==> src/rtl/arb_pkg.sv <==
// Shared arbiter definitions: FSM state encoding and a constant clog2 helper.
package arb_pkg;

    typedef enum logic {
        ARB_IDLE  = 1'b0,
        ARB_GRANT = 1'b1
    } arb_state_e;

    // Ceiling log2, usable in parameter expressions; clog2(1) returns 0.
    function automatic int clog2(input int value);
        int result;
        result = 0;
        while ((1 << result) < value) begin
            result++;
        end
        return result;
    endfunction

endpackage

==> src/rtl/rr_pick.sv <==
// Rotating-priority picker: one-hot of the first set request bit at or above
// ptr, scanning upward and wrapping from N-1 back to 0. Purely combinational.
module rr_pick
    import arb_pkg::*;
#(
    parameter int N  = 4,
    parameter int PW = (clog2(N) > 0) ? clog2(N) : 1
) (
    input  logic [N-1:0]  req,
    input  logic [PW-1:0] ptr,
    output logic [N-1:0]  gnt
);

    int   idx;
    logic found;

    // Walk the N positions starting at ptr and keep only the first requester.
    always_comb begin
        // NOTE: every output of an always_comb gets a default before any
        // conditional assignment; otherwise the tool infers a latch.
        gnt   = '0;
        found = 1'b0;
        idx   = 0;
        for (int i = 0; i < N; i++) begin
            idx = int'(ptr) + i;
            if (idx >= N) begin
                idx = idx - N;
            end
            if (!found && req[idx]) begin
                gnt[idx] = 1'b1;
                found    = 1'b1;
            end
        end
    end

endmodule

==> src/rtl/weighted_rr_arbiter.sv <==
// Weighted round-robin arbiter: a winner keeps the grant for up to
// max(weight,1) beats, then priority rotates to the channel after it.
module weighted_rr_arbiter
    import arb_pkg::*;
#(
    parameter  int N  = 4,
    parameter  int WW = 4,
    localparam int IW = (clog2(N) > 0) ? clog2(N) : 1
) (
    input  logic            clk,
    input  logic            rst_n,
    input  logic [N-1:0]    req_i,
    input  logic [N*WW-1:0] weight_i,
    output logic [N-1:0]    gnt_o,
    output logic            gnt_valid_o,
    output logic [IW-1:0]   gnt_idx_o
);

    arb_state_e    state;
    arb_state_e    state_d;
    logic [WW-1:0] cnt;
    logic [WW-1:0] cnt_d;
    logic [IW-1:0] ptr;
    logic [IW-1:0] ptr_d;
    logic [N-1:0]  gnt_d;
    logic [IW-1:0] gnt_idx_d;
    logic          armed;

    logic [IW-1:0] release_ptr;
    logic [IW-1:0] pick_ptr;
    logic [N-1:0]  pick_gnt;
    logic [IW-1:0] pick_idx;
    logic [WW-1:0] pick_weight;
    logic [WW-1:0] load_weight;

    // On release the search starts just after the current owner, so the same
    // picker serves both the idle case (stored ptr) and the hand-over case.
    assign release_ptr = (gnt_idx_o == IW'(N - 1)) ? '0 : gnt_idx_o + IW'(1);
    assign pick_ptr    = (state == ARB_GRANT) ? release_ptr : ptr;

    rr_pick #(
        .N  (N),
        .PW (IW)
    ) u_pick (
        .req (req_i),
        .ptr (pick_ptr),
        .gnt (pick_gnt)
    );

    // Binary index of the picked channel and its weight; weight 0 counts as 1.
    always_comb begin
        pick_idx = '0;
        for (int i = 0; i < N; i++) begin
            if (pick_gnt[i]) begin
                pick_idx = IW'(i);
            end
        end
        pick_weight = weight_i[int'(pick_idx)*WW +: WW];
        load_weight = (pick_weight == '0) ? WW'(1) : pick_weight;
    end

    // Next-state logic: start a grant, count beats, or release and re-arbitrate.
    always_comb begin
        state_d   = state;
        cnt_d     = cnt;
        ptr_d     = ptr;
        gnt_d     = gnt_o;
        gnt_idx_d = gnt_idx_o;
        unique case (state)
            ARB_IDLE: begin
                // The first edge after reset only arms the arbiter, so the
                // earliest grant appears after the second edge.
                if (armed && (req_i != '0)) begin
                    state_d   = ARB_GRANT;
                    gnt_d     = pick_gnt;
                    gnt_idx_d = pick_idx;
                    cnt_d     = load_weight;
                end
            end
            ARB_GRANT: begin
                if (req_i[gnt_idx_o] && (cnt > WW'(1))) begin
                    cnt_d = cnt - WW'(1);
                end else begin
                    ptr_d = release_ptr;
                    if (req_i != '0) begin
                        gnt_d     = pick_gnt;
                        gnt_idx_d = pick_idx;
                        cnt_d     = load_weight;
                    end else begin
                        state_d = ARB_IDLE;
                        gnt_d   = '0;
                        cnt_d   = '0;
                    end
                end
            end
            default: begin
                state_d = ARB_IDLE;
                gnt_d   = '0;
                cnt_d   = '0;
            end
        endcase
    end

    // State register; reset drops any grant immediately.
    always_ff @(posedge clk or negedge rst_n) begin
        // NOTE: sequential state uses non-blocking assignments so every
        // register samples pre-edge values regardless of statement order.
        if (!rst_n) begin
            state     <= ARB_IDLE;
            cnt       <= '0;
            ptr       <= '0;
            gnt_o     <= '0;
            gnt_idx_o <= '0;
            armed     <= 1'b0;
        end else begin
            state     <= state_d;
            cnt       <= cnt_d;
            ptr       <= ptr_d;
            gnt_o     <= gnt_d;
            gnt_idx_o <= gnt_idx_d;
            armed     <= 1'b1;
        end
    end

    assign gnt_valid_o = |gnt_o;

endmodule

==> config.mk <==
export PLATFORM = sky130hd
export DESIGN_NAME = weighted_rr_arbiter
export DESIGN_NICKNAME = d
export VERILOG_FILES = /design/src/rtl/arb_pkg.sv /design/src/rtl/rr_pick.sv /design/src/rtl/weighted_rr_arbiter.sv
export SDC_FILE = /design/constraint.sdc
export NUM_CORES = 1
export LEC_CHECK = 0
export ABC_AREA = 1
export ABC_CLOCK_PERIOD_IN_PS = 2700
export CAP_MARGIN = 20
export CORE_MARGIN = 1.5
export CORE_UTILIZATION = 46
export DETAILED_ROUTE_END_ITERATION = 12
export PLACE_DENSITY_LB_ADDON = 0.05
export REMOVE_ABC_BUFFERS = 1
export SLEW_MARGIN = 20
export SYNTH_ARGS = -nofsm -noshare
export SYNTH_HDL_FRONTEND = slang
export SYNTH_SLANG_ARGS = --single-unit
export TNS_END_PERCENT = 50
==> constraint.sdc <==
create_clock -name clk -period 2.7 [get_ports clk]
set_input_delay 0.405 -clock clk [delete_from_list [all_inputs] [get_ports clk]]
set_output_delay 0.405 -clock clk [all_outputs]
set_load 0.05 [all_outputs]
-- Word-level counts from Yosys, hierarchy flattened
Index checks and enable logic that the tools add are counted.
- memories kept: 0
- logic and storage cells: 112
- flip-flop bits (word level): 14
- bits in latches: 0
- output and inout bits: 7
- input bits: 22
- bits in writable memories: 0
- ROM bits: 0
- bitwise operators: 5
- mux-type cells: 55
- add/subtract/negate cells: 9
- div/mod/pow operators: 0
- reduce and logical (&&, ||, !) cells: 18
- equal/unequal tests: 4
- shift operators: 1
- $lt $le $gt $ge: 14
- multipliers: 0
- operators by type and width (cell ; number):
    $ge 32x1->1 const B ; 4
    $lt 32x4->1 const B ; 4
    $mux 32 ; 4
    $ge 32x4->1 const B ; 3
    $sub 32x4->32 const B ; 3
    $mux 4 ; 11
    $mux 1 ; 20
    $pmux 4 s2 ; 2
    $shiftx 16x5->4 ; 1
    $mux 2 ; 7
    $or 4x4->4 ; 3
    $bmux 1 s2 ; 5
    $logic_and 1x1->1 ; 9
    $demux 1 s2 ; 4
    $add 2x2->3 const B ; 2
    $gt 4x1->1 const B ; 1
    $logic_not 4->1 ; 1
    $ne 2x2->1 const B ; 2
    $pmux 2 s2 ; 1
    $reduce_and 2->1 ; 2
    $reduce_bool 4->1 ; 1
    $reduce_or 4->1 ; 1
    $sub 2x3->4 const B ; 1
    $sub 4x1->4 const B ; 1
    10 further kinds ; 13

-- Logic depth before layout (Yosys ltp)
Gate-level depths: netlist of the first run.
- depth after elaboration: 27
- mapped depth: 23
- depth with buffers taken out: 23

-- By module
Synthesis of the first run repeated with hierarchy kept, for this count alone.
- cells, all modules: 216
- area total of the unflattened synthesis: 1387.6 um^2
- by module, submodules not included (module ; seq. area each (um^2) ; area an instance (um^2) ; times used ; cells an instance):
    weighted_rr_arbiter ; 350.3 ; 965.9 ; 1 ; 141
    rr_pick ; 0.0 ; 421.7 ; 1 ; 75

-- Worst setup path after synthesis of the first run
No wires, ideal clock.
- kind: reg-to-reg
- start point: register gnt_idx_o[0]
- end point: register cnt[0]
- arrival time: 2.861 ns
- clock period less this slack: 2.934 ns
- stages on the path, launching flop included: 23
- required time: 2.627 ns
- setup time: 0.073 ns
- setup slack: -0.234 ns
- buffers on the path: 0
- path through: dfrtp_1 ha_1 inv_1 nand2_1 o21ai_2 ha_1 inv_1 nand3_2 nand2_4 nor2_8 nand3_2 nand2_1 nor2_4 nand2_4 nand2_4 nand2_1 nand2_1 nand2_1 nor2_1 nand2_1 nand2_1 nand2_1 a21oi_2
- word-level cells in the longest chain between the ends: 27
- elaborated cells on any way between the ends: 80
- classes of those cells: add/sub (8); order compare (12); eq/ne (1); shift (1); mux (43); bitwise (3); reduce/logical (12)
- ends and longest elaborated chain (element ; RTL line ; source):
    start, declared ; weighted_rr_arbiter.sv:16 ; output logic [IW-1:0] gnt_idx_o
    start signal, assigned ; weighted_rr_arbiter.sv:120 ; gnt_idx_o <= gnt_idx_d;
    $add 2x1->2 or $eq 2x2->1 (tied branches) ; weighted_rr_arbiter.sv:38 ; assign release_ptr = (gnt_idx_o == IW'(N - 1)) ? '0 : gnt_idx_o + IW'(1);
    $mux 2 (*) ; weighted_rr_arbiter.sv:38 ;
    net release_ptr[1] ; weighted_rr_arbiter.sv:29 ; logic [IW-1:0] release_ptr;
    $mux 2 (*) ; weighted_rr_arbiter.sv:39 ; assign pick_ptr = (state == ARB_GRANT) ? release_ptr : ptr;
    parallel branches: the longest is 14 deep, another holds $sub 32x4->32 ; n/a ;
    $mux 4 (*) ; rr_pick.sv:29 ; if (!found && req[idx]) begin
    $mux 1 ; weighted_rr_arbiter.sv:54 ; if (pick_gnt[i]) begin
    $mux 2 ; weighted_rr_arbiter.sv:54 ;
    $mux 2 (*) ; weighted_rr_arbiter.sv:54 ;
    $shiftx 16x5->4 (*) ; weighted_rr_arbiter.sv:58 ; pick_weight = weight_i[int'(pick_idx)*WW +: WW];
    $logic_not 4->1 ; weighted_rr_arbiter.sv:59 ; load_weight = (pick_weight == '0) ? WW'(1) : pick_weight;
    $mux 4 (*) ; weighted_rr_arbiter.sv:59 ;
    $mux 4 ; weighted_rr_arbiter.sv:85 ; if (req_i != '0) begin
    $mux 4 ; weighted_rr_arbiter.sv:81 ; if (req_i[gnt_idx_o] && (cnt > WW'(1))) begin
    $pmux 4 s2 (*) ; weighted_rr_arbiter.sv:69 ; unique case (state)
    end signal, assigned ; weighted_rr_arbiter.sv:117 ; cnt <= cnt_d;
    end, declared ; weighted_rr_arbiter.sv:21 ; logic [WW-1:0] cnt;
Mark *: on every way through the listed nets, which the timed path passes. The select of a mux whose other input is x is not followed.
A chain may end at the register's enable or synchronous reset.

-- Final worst setup path of the first run
Same ends and word-level chain as after synthesis.

==> results of run 1 <==
-- synthesized netlist by cell type --
library cell  count
inv_2             5
a2bb2oi_1         1
dfrtp_1          14
or4_1             1
o211ai_1          2
conb_1            1
inv_1            21
a31oi_1           1
o21ai_2           2
nand2_1          56
buf_6             1
xor2_1            2
ha_1             11
nand2_2           9
a21oi_2           1
a22oi_1           2
nor2_8            1
nor2_4            1
o21ai_0           9
inv_4             1
nor4_1            1
nand2_4           6
o31ai_1           1
nand3_1          21
nand3_2           5
nor2_1           17
nand3b_1          2
a21oi_1           9
clkinv_1          1
nor2_2            1
-- sequential cells by signal (all words and copies together) (netlist names) --
| signal | flops |
|---|---|
| armed | 1 |
| cnt | 4 |
| gnt_idx_o | 2 |
| gnt_o | 4 |
| ptr | 2 |
| state | 1 |
-- through the flow --
| stage | cells | util | instance area [um2] | setup slack (ps) | hold slack, ps |
|---|---|---|---|---|---|
| finish | 277 | 0.695 | 1970 | 86.1 | 510 |
| detailed placement | 269 | 0.623 | 1760 | -21.2 | 510 |
| global route | 277 | 0.695 | 1970 | -89.3 | 556 |
| CTS | 274 | 0.642 | 1820 | 22.9 | 527 |
| global placement | 269 | 0.623 | 1760 | 44.0 | 503 |
| floorplan | 205 | - | 1410 | -246 | 109 |
-- critical path, stage by stage, from the launching register on --
cell	delay, ps
dfrtp_1	410
ha_4	290
inv_4	40
nand2_4	60
o21ai_4	70
ha_4	290
inv_2	40
nand3_2	80
nand2_4	90
nand3_2	90
nand2_2	60
inv_2	60
nand2_2	60
nor2_4	160
nand2_4	90
nand2_4	90
nand2_1	70
nand2_2	70
nand2_2	60
nor2_2	70
nand2_1	50
nand2_1	50
nand2_1	60
a21oi_2	130
-- kinds of logic (layout without fill, tap and decap cells) --
kind of cell / after synthesis / after routing / synth area share
adders and majority gates: 11 / 11 / 0.0972
and+or+nand+nor: 121 / 121 / 0.437
other: 1 / 1 / 0.00265
xor gates and xnor gates: 2 / 2 / 0.0124
AOI/OAI and AO/OA: 28 / 28 / 0.119
buffers and inverters: 29 / 69 / 0.0839
DFF: 14 / 14 / 0.247
-- routing by layer --
layer / wire length, um / GRT usage / vias up
met5: 0 / 0 / -
met4: 48 / 0.0698 / 0
met3: 98 / 0.0198 / 8
met2: 2080 / 0.416 / 35
met1: 1570 / 0.259 / 706
li1: - / - / 745
-- worst paths after layout --
check / from / end / slack (ps) / depth (start not counted)
setup / recovery: gnt_idx_o[0]$_DFFE_PN0P_ / cnt[0]$_DFFE_PN0P_ / 90 / 23
hold / removal: rst_n / cnt[1]$_DFFE_PN0P_ / 510 / 1
setup reg to reg: gnt_idx_o[0]$_DFFE_PN0P_ / cnt[0]$_DFFE_PN0P_ / 90 / 23
hold reg to reg: gnt_o[3]$_DFFE_PN0P_ / gnt_o[3]$_DFFE_PN0P_ / 530 / 2
max in group asynchronous: rst_n / state$_DFF_PN0_ / 1740 / 1
min in group clk: gnt_o[3]$_DFFE_PN0P_ / gnt_o[3]$_DFFE_PN0P_ / 530 / 2
-- what timing repair did --
item                                    4_1_cts  5_1_grt
resized for setup                             5       29
endpoints found under the setup margin        1        4
pin swaps                                     3       19
buffers inserted                              2        3
gates cloned                                  0        0
-- cells in the final DEF (no fill, tap or decap), drive strengths merged --
cell type,Yosys,final
nand2,71,71
clkdlybuf4s50,0,28
inv,27,27
nand3,26,26
nor2,20,20
dfrtp,14,14
ha,11,11
o21ai,11,11
a21oi,10,10
buf,1,10
clkbuf,0,3
nand3b,2,2
o211ai,2,2
xor2,2,2
a22oi,2,2
or4,1,1
nor4,1,1
clkinv,1,1
a2bb2oi,1,1
a31oi,1,1
o31ai,1,1
conb,1,1
-- area by class of cell --
class,instances,area [um2],area share
multi-input cells,163,1080,0.550
repair buffers,38,359,0.183
flip-flops and latches,14,352,0.179
inverters,28,113,0.0573
well taps,31,38.8,0.0197
clock buffers,3,22.5,0.0115
==> run metrics, run 1 <==
global route total overflow 0; hold crit path type primary input to async pin; 1st-iter DRT viols 65; Final Setup Violations 0; global placer's final weighted congestion 0.829; Netlist cell types 30; Die Ht 58.5 um; synthesized cell area 1420 um2; Synth warnings 0; Starting Density 0.501; DR vias 1494; count of input and output buffers 28; clock skew 4.89 ps; Die W 58.5 um; fmax 383 MHz; flops & latches, synth 14; WL per Instance 13.7 um; Yosys top cell area share 0.247; Mapped Cells 206; Arrival @ worst endpoint 2830 ps; RSZ-0062 raised after global routing yes; crit end category register; Ports 29; nets@finish 281; Crit Path Category register to register; Skew-Pair Late Insertion Delay 280 ps; CTS clk-pin slew, worst paths 80 ps; vias in the first global route 1407; Final Hold Fails 0; clk sink count 14; Vias/cell 5.39; largest net degree at the start of global routing 15; Final min period 2610 ps; CTS tree built; Post-Route Setup TNS 0 ps; Max-slew headroom 0.580; FILL cells 243; Clock Root Buffer clkbuf_4; mean post-synth cell area 6.88 um2; number of max-cap violations 0; layout cells sized above 1 0.276; area grow syn2layout 38.9%; max-slew violations 0; total wire length 3800 um; status complete, no violations; antenna-violating nets left 0; CTS Hold Bufs 0; CP Max Fanout 5; first-pass GRT wire length 5880 um; DR DRC count 0; startpoint types register; H-tree depth 1; Max Buffers Root-to-Sink 2; diodes inserted 0; initial antenna violation count 0; Total GRT Usage 0.220; full die area 3420 um2; Final Cycle Share 0.968; CP required 2920 ps; CTS buffer count 3; core area 2830 um2; Worst Max-Slew Pin Slew 628 ps; Post-DP HPWL 2830 um; area leader, netlist dfrtp_1; # rows 19; largest cells by area after synthesis dfrtp_1 25%, nand2_1 15%, ha_1 9.7%, nand3_1 7.4%, inv_1 5.6%; sequential fraction of the synthesis area 0.247; Pre-antenna DRT Iters 4
Power of run 1 is not shown: default switching activity piles up to over one toggle a cycle in this logic, so the estimate is an artifact.
==> inputs of run 2 (changes only) <==
--- a/config.mk
+++ b/config.mk
@@ -11,3 +11,4 @@
 export CORE_MARGIN = 1.5
-export CORE_UTILIZATION = 46
+export CORE_UTILIZATION = 48
+export CTS_BUF_LIST = sky130_fd_sc_hd__clkbuf_4 sky130_fd_sc_hd__clkbuf_8
 export DETAILED_ROUTE_END_ITERATION = 12
==> constraint.sdc (replaced) <==
create_clock -name clk -period 2.7 [get_ports clk]
set_input_delay 0.675 -clock clk [delete_from_list [all_inputs] [get_ports clk]]
set_output_delay 0.675 -clock clk [all_outputs]
set_load 0.05 [all_outputs]
==> run metrics, run 2 (synthesized netlist as in run 1, its figures left out) <==
Crit path buffers/inverters 3 (unchanged); total wire length 3570 um (-5.9%); placed cell count 280 (+4.1%); Min-Delay Endpoint gnt_o[0]$_DFFE_PN0P_; Worst R2R Path Depth 22 (-4.3%); Crit Path Category register to register; Post-DP HPWL 2800 um (-0.98%); Max Buffers Root-to-Sink 2 (unchanged); H-tree depth 1 (unchanged); Arrival @ worst endpoint 2820 ps (about the same); clock skew 2.23 ps (-2.66 ps); slowest CP cell dfrtp_1; Starting Density 0.509 (+0.00856); diodes inserted 0 (unchanged); Worst R2R Start gnt_idx_o[1]$_DFFE_PN0P_; Post-Layout Cell Count 285 (+2.9%); fmax 383 MHz (+0.15%); Setup crit start gnt_idx_o[1]$_DFFE_PN0P_; Vias/cell 5.20 (-3.5%); number of max-cap violations 0 (unchanged); DR DRC count 0 (unchanged); most frequent cells in the layout 53 x nand2_1, 28 x clkdlybuf4s50_1, 19 x inv_1; crit end category register; Total GRT Usage 0.220 (about the same); CTS tree built; layout cells sized above 1 0.268 (-0.00871); CP required 2910 ps (about the same); WHS Path Cells 2; vias in the first global route 1349 (-4.1%); multi-input gate area in the final layout 1040 um2 (-3.8%); CTS clk-pin slew, worst paths 80 ps (about the same); crit-path cells ha_1 -> inv_2 -> nand2_2 -> o21ai_4 -> ha_4 -> inv_4 -> nand3_4 -> nand2_4 -> nor2_8 -> nand3_2 -> inv_2 -> nor2_4 -> nand2_4 -> nand2_4 -> nand2_1 -> nand2_1 -> nand2_1 -> nor2_1 -> nand2_1 -> nand2_1 -> nand2_1 -> a21oi_2; HP Start gnt_o[0]$_DFFE_PN0P_; Final Setup Violations 0 (unchanged); Skew-Pair Late Insertion Delay 270 ps (about the same); FILL cells 237 (-2.5%); CTS buffer count 3 (unchanged); antenna-violating nets left 0 (unchanged); CTS Hold Bufs 0 (unchanged); core area 2780 um2 (-1.7%); Ports 29 (unchanged); Max-slew headroom 0.585 (+0.00541); commonest non-fill, non-tap cell in the layout nand2_1; # rows 19 (unchanged); Pre-antenna DRT Iters 4 (unchanged); Largest regs cnt (4), gnt_o (4); RSZ-0062 raised after global routing yes; nets@finish 288 (+2.5%); Crit path max-delay family simple AND/OR/NAND/NOR gates; Worst Max-Slew Pin Slew 620 ps (-8.08 ps); hold crit path type register to register; global placer's final weighted congestion 0.943 (+14%); Die Ht 57.3 um (-2.0%); Clock Root Buffer clkbuf_4; Final Hold Fails 0 (unchanged); max-slew violations 0 (unchanged); Register Area 352 um2 (unchanged); clk sink count 14 (unchanged); Final Cycle Share 0.967 (-0.00144); Die W 57.3 um (-2.0%); R2R Path End cnt[0]$_DFFE_PN0P_; area grow syn2layout 40.4%; count of input and output buffers 28 (unchanged); status complete, no violations; full die area 3290 um2 (-4.0%); largest net degree at the start of global routing 15 (unchanged); first-pass GRT wire length 5740 um (-2.3%); startpoint types register; DR vias 1483 (-0.74%); 1st-iter DRT viols 75 (+15%); r2r setup slk 90 ps (about the same); Final min period 2610 ps (-3.89 ps); CP Max Fanout 7 (+2); global route total overflow 0 (unchanged); crit-path max cell delay 390 ps (-20 ps); WL per Instance 12.5 um (-8.5%); most used cell, CP nand2_1; initial antenna violation count 0 (unchanged)
-- run 2: repair_timing --
action | CTS | global route
setup buffers | 0 | 1
gates resized for setup | 3 | 20
endpoints found under the setup margin | 1 | 4
pin swaps | 3 | 12
-- run 2: final cells by class --
class | instances | area share
clock buffer | 4 | 0.0183
inverter | 28 | 0.0566
multi-input combinational | 163 | 0.524
sequential | 14 | 0.177
tap | 31 | 0.0195
timing repair buffer | 45 | 0.205
-- run 2: per-stage QoR --
stage	TNS (ps)	worst slack, ps	area [um2]	utilization	hold WS, ps
2_1_floorplan	-610	-246	1410	-	379
3_3_place_gp	-120	-84.5	1840	0.663	511
3_5_place_dp	-175	-114	1840	0.663	518
4_1_cts	0	5.22	1900	0.682	543
5_1_grt	-155	-152	1990	0.715	570
6_report	0	90.0	1990	0.715	543
-- run 2: worst reg2reg max path, cell delays in order, from the launching register on --
cell and delay [ps]:
dfrtp_1 390, ha_1 310, inv_2 80, nand2_2 60, o21ai_4 90, ha_4 250
inv_4 60, nand3_4 70, nand2_4 120, nor2_8 60, nand3_2 90, inv_2 50
nor2_4 180, nand2_4 90, nand2_4 90, nand2_1 60, nand2_1 50, nand2_1 60
nor2_1 100, nand2_1 60, nand2_1 50, nand2_1 60, a21oi_2 130
-- run 2: metal layers --
layer  track usage  vias to the layer above  part of all wire  wire (um)
met4        0.0432                        0            0.0087         31
met1         0.271                      684              0.45       1590
met2         0.422                       28              0.52       1840
li1              -                      767                 -          -
met3        0.0136                        4             0.030        107
met5             0                        -                 0          0
-- run 2: how the worst max path moves through the flow --
stage                               endpoint  slack (ps)  depth (start not counted)
after floorplan           cnt[0]$_DFFE_PN0P_        -250                         22
after global placement    cnt[0]$_DFFE_PN0P_         -80                         18
after detailed placement  cnt[0]$_DFFE_PN0P_        -110                         17
after CTS                 cnt[0]$_DFFE_PN0P_           5                         22
after global routing      cnt[0]$_DFFE_PN0P_        -150                         19
final                     cnt[0]$_DFFE_PN0P_          90                         22
Power of run 2 is left out for the same reason.
